### src/rtl/regfile_mp.sv
// regfile_mp: multi-port register file with two synchronous write ports,
// NUM_READ combinational read ports, optional write-to-read bypass,
// optional hardwired-zero register 0 and a one-entry-per-cycle clear sweep.
module regfile_mp #(
    parameter int DATA_WIDTH = 32,
    parameter int ADDR_WIDTH = 5,
    parameter int NUM_READ   = 2,
    parameter int BYPASS     = 1,
    parameter int ZERO_REG   = 1
) (
    input  logic                           CLK,
    input  logic                           rst,
    input  logic [NUM_READ*ADDR_WIDTH-1:0] RA,
    output logic [NUM_READ*DATA_WIDTH-1:0] RD,
    input  logic [ADDR_WIDTH-1:0]          WA0,
    input  logic [DATA_WIDTH-1:0]          WD0,
    input  logic                           WE0,
    input  logic [ADDR_WIDTH-1:0]          WA1,
    input  logic [DATA_WIDTH-1:0]          WD1,
    input  logic                           WE1,
    input  logic                           clr_req,
    output logic                           busy,
    output logic                           clr_done
);

    localparam int DEPTH = 2**ADDR_WIDTH;

    localparam logic [0:0] IDLE  = 1'b0;
    localparam logic [0:0] CLEAR = 1'b1;

    logic [DATA_WIDTH-1:0] r_mem [DEPTH];
    logic [0:0]            r_state;
    logic [ADDR_WIDTH-1:0] r_cnt;
    logic                  r_done;

    logic w_idle;
    logic w_we0;
    logic w_we1;
    logic w_last;

    // Writes are only live while idle; address 0 is masked when it is hardwired.
    assign w_idle = (r_state == IDLE);
    assign w_we0  = w_idle && WE0 && !((ZERO_REG != 0) && (WA0 == '0));
    assign w_we1  = w_idle && WE1 && !((ZERO_REG != 0) && (WA1 == '0));
    assign w_last = (r_cnt == '1);

    assign busy     = (r_state == CLEAR);
    assign clr_done = r_done;

    // Array update: port 1 is written last so it wins an address collision;
    // while sweeping, only the sweep pointer entry is touched.
    always_ff @(posedge CLK or negedge rst) begin
        if (!rst) begin
            r_mem <= '{default: '0};
        end else if (w_idle) begin
            if (w_we0) r_mem[WA0] <= WD0;
            if (w_we1) r_mem[WA1] <= WD1;
        end else begin
            r_mem[r_cnt] <= '0;
        end
    end

    // Clear sequencer: idle/clear state, sweep pointer and completion pulse.
    always_ff @(posedge CLK or negedge rst) begin
        if (!rst) begin
            r_state <= IDLE;
            r_cnt   <= '0;
            r_done  <= 1'b0;
        end else begin
            r_done <= (r_state == CLEAR) && w_last;
            case (r_state)
                IDLE: begin
                    if (clr_req) begin
                        r_state <= CLEAR;
                        r_cnt   <= '0;
                    end
                end
                CLEAR: begin
                    r_cnt <= r_cnt + 1'b1;
                    if (w_last) r_state <= IDLE;
                end
                default: r_state <= IDLE;
            endcase
        end
    end

    // Read ports: zero register first, then port-1 and port-0 bypass, then array.
    always_comb begin
        logic [ADDR_WIDTH-1:0] w_ra;
        w_ra = '0;
        RD   = '0;
        for (int unsigned k = 0; k < NUM_READ; k++) begin
            w_ra = RA[k*ADDR_WIDTH +: ADDR_WIDTH];
            if ((ZERO_REG != 0) && (w_ra == '0))
                RD[k*DATA_WIDTH +: DATA_WIDTH] = '0;
            else if ((BYPASS != 0) && w_we1 && (WA1 == w_ra))
                RD[k*DATA_WIDTH +: DATA_WIDTH] = WD1;
            else if ((BYPASS != 0) && w_we0 && (WA0 == w_ra))
                RD[k*DATA_WIDTH +: DATA_WIDTH] = WD0;
            else
                RD[k*DATA_WIDTH +: DATA_WIDTH] = r_mem[w_ra];
        end
    end

endmodule

### config.mk
export PLATFORM = sky130hd
export DESIGN_NAME = regfile_mp
export DESIGN_NICKNAME = d
export VERILOG_FILES = /design/src/rtl/regfile_mp.sv
export SDC_FILE = /design/constraint.sdc
export NUM_CORES = 2
export LEC_CHECK = 0
export ABC_CLOCK_PERIOD_IN_PS = 3400
export CELL_PAD_IN_SITES_DETAIL_PLACEMENT = 0
export CELL_PAD_IN_SITES_GLOBAL_PLACEMENT = 1
export CORE_MARGIN = 10
export CORE_UTILIZATION = 40
export DETAILED_ROUTE_END_ITERATION = 7
export GPL_ROUTABILITY_DRIVEN = 0
export HOLD_SLACK_MARGIN = 0.06
export PLACE_DENSITY_LB_ADDON = 0.1
export SETUP_SLACK_MARGIN = 0.02
export SYNTH_ARGS = -nofsm -noshare
export SYNTH_HDL_FRONTEND = slang
export SYNTH_SLANG_ARGS = --single-unit
### constraint.sdc
create_clock -name CLK -period 3.4 [get_ports CLK]
set_input_delay 0.68 -clock CLK [delete_from_list [all_inputs] [get_ports CLK]]
set_output_delay 0.68 -clock CLK [all_outputs]
set_load 0.01 [all_outputs]
==> results.md <==
* Outcome: finished with violations
* Failing checks: negative setup slack
* Synth-to-layout area growth at 19.3%
* Worst-skew pair later-pin latency at 0.81 ns
* Worst-path clk slew at 0.06 ns
* Final hold vios at 0
* Asr flop ratio synth at 100%
* CP cell instances: buf_4, buf_4, nor3_1, nand2_2, nand3b_1, buf_6, buf_6, o211ai_1, buf_4, buf_6
* Crit path depth at 10
* Fmax at 264 MHz
* Clk_skew at 0.0189 ns
* Final Cycle Share at 112%
* Post-layout min period at 3.79 ns
* Slew at the pin with the worst max-slew slack at 1.37 ns
* Final setup violation count at 61
* Crit path largest cell delay at 0.47 ns
* Max-slew violation count at 0
* CP Max Fanout at 14
* Worst path top cell family by delay: buffers and inverters
* Fin nets at 7953
* RSZ-0062 raised after global routing: yes
* YS warnings at 0
* Final WL at 354 mm
* Antenna violations before repair at 11
* Crit. End Element: primary output
* Initial Util at 40.3%
* Crit Path Category: in2out
* GR Util All Layers at 33.1%
* Die Ht at 455 um
* Syn Std Cell Area at 0.0758 mm2
* Synth Flop Type: dfrtp_1
* Mapped Cells at 7782
* Final WS setup at -0.394 ns
* CTS tree: yes
* CP Launch Type: input pin
* Post-synth EDFFs at 0
* Slew margin rel. at 8.57%
* Share of layout cells above drive strength 1 at 21.8%
* Die area at 0.207 mm2
* Power per Cell Area at 536 mW/mm2
* Clk sinks at 1031
* Worst slack at placement at -1.07 ns
* Crit-path slowest cell: o211ai_1
* Total grt overflow at 0
* Yosys cell types at 56
* FP Rows at 159
* 1st-iter DRT viols at 8855
* Root buffer cell: clkbuf_16
* Via count of the first global-routing pass at 65500
* Largest cells by area after synthesis: dfrtp_1 34%, mux2i_1 18%, a22o_1 12%, mux4_2 9.2%, a21oi_1 7.1%
* Pre-antenna DRT Iters at 6
* Largest net degree at the start of global routing at 190
* Drt drc at 0
* Post-synthesis sequential area ratio at 34.0%
* Most frequent cell after synthesis: mux2i_1
* LEAKAGE at 41.8 nW
* Worst EP required at 2.72 ns
* Max cap viols at 0
* Post-synth top area cell: dfrtp_1
* Ports at 155
* Via count at 69007
* Post-DP HPWL at 231 mm
* Top cell type's share of synthesized area at 34.0%
* DIE WIDTH at 455 um
* WL/cell at 33.9 um
* Max clock buf depth at 3
* Syn_nets at 7876
* Number of buffers created by CTS at 137
* Critical Path AT at 3.11 ns
* Wire length of the first global-routing pass at 505 mm
* Via-per-instance ratio at 6.59
* Port Buffers at 154
* Final Instance Area at 0.0904 mm2
* Buffers plus inverters on the worst setup path at 6
* Post-synthesis register bit count at 1031
* DP Area at 0.0848 mm2
* Avg Cell Area, Syn at 9.74 um2
* Hold WC Path Type: in2async
* Final ANT Viol Nets at 0
* Reg2reg path depth at 6
* Peak VDD IR at 0.547 mV
* CTS HTree Levels at 4
* Setup_tns at -8.08 ns
* Synth top cells by count: 1396 x mux2i_1, 1075 x a21oi_1, 1054 x a22o_1, 1031 x dfrtp_1, 1003 x nor2_1
* Floorplan core area at 0.188 mm2
## cells in the final DEF, fill, tap and decap left out, types with 36 or more instances in the layout
cell type / n
clkdlybuf4s50_1: 39
o21ai_0: 59
clkbuf_8: 37
nand4_1: 37
buf_4: 591
mux4_2: 310
o22ai_1: 50
o221ai_1: 43
a21oi_1: 1047
mux2_2: 50
nor2_1: 1001
clkbuf_16: 144
buf_2: 62
mux2i_1: 1395
a221oi_1: 57
buf_12: 182
nand2_1: 132
buf_6: 38
a22o_1: 1043
inv_1: 36
o221ai_2: 45
dfrtp_1: 1030
a311oi_1: 42
## power by group
group / internal, mW / total (mW) / leakage [nW] / switching (mW)
Sequential: 14.4 / 17.0 / 14.3 / 2.52
Combinational: 6.73 / 16.5 / 25.2 / 9.78
Clock: 8.78 / 15.0 / 2.23 / 6.20
## final timing paths
check,startpoint,to,slack (ns)
worst min register to register,r_mem[1010],r_mem[1010],0.51
worst max register to register,busy,r_mem[101],0.12
min in group CLK,r_mem[1010],r_mem[1010],0.51
worst min-delay path,rst,r_mem[726],0.44
max in group asynchronous,rst,r_mem[115],1.73
worst max-delay path,RA[3],RD[29],-0.39
## metrics by stage
stage | std cells | hold WS, ns | total power [mW] | util, %
6_report | 10464 | 0.441 | 48.5 | 48.1
5_1_grt | 10459 | 0.476 | 50.2 | 48.1
2_1_floorplan | 7782 | 0.384 | 25.9 | -
3_3_place_gp | 10178 | 0.483 | 32.6 | 45.0
3_5_place_dp | 10178 | 0.491 | 33.0 | 45.0
4_1_cts | 10448 | 0.421 | 48.1 | 47.9
## cells by family after synthesis
logic type / count (synthesis) / share of synthesized area (%)
AOI/OAI and AO/OA: 2538 / 23.6
muxes: 1768 / 28.6
and+or+nand+nor: 1348 / 7.44
buffers and inverters: 1070 / 5.98
DFF: 1031 / 34.0
xor gates and xnor gates: 22 / 0.254
adders and majority gates: 5 / 0.0825
## layout make-up
cell class	instances	area, um2
clock inverters	30	298
inverters	37	146
flip-flops and latches	1031	25800
diodes	8	20.0
fillers	17316	97800
well taps	2495	3120
multi-input cells	5681	46900
repair buffers	971	9920
clock buffers	211	4200
## metal layers
layer	GRT usage [%]	vias to the layer above	routed length, um
met5	0	-	12
met4	15.4	2	17000
met3	9.00	628	34800
met2	48.1	3494	152000
met1	45.7	35335	151000
li1	-	29548	-
## sequential cells by signal, indices dropped and copies added, names as in the netlist
register and flops:
busy 1, clr_done 1, r_cnt 5, r_mem 1024
## what timing repair did
item | in CTS | in global routing
resized for setup | 344 | 105
buffers inserted | 30 | 14
pin swaps | 47 | 33
hold buffers | 1 | 0
endpoints found under the hold margin | 24 | 0
setup endpoints to repair | 64 | 64
cloned | 6 | 1
Power figures use the tool's default switching activity.
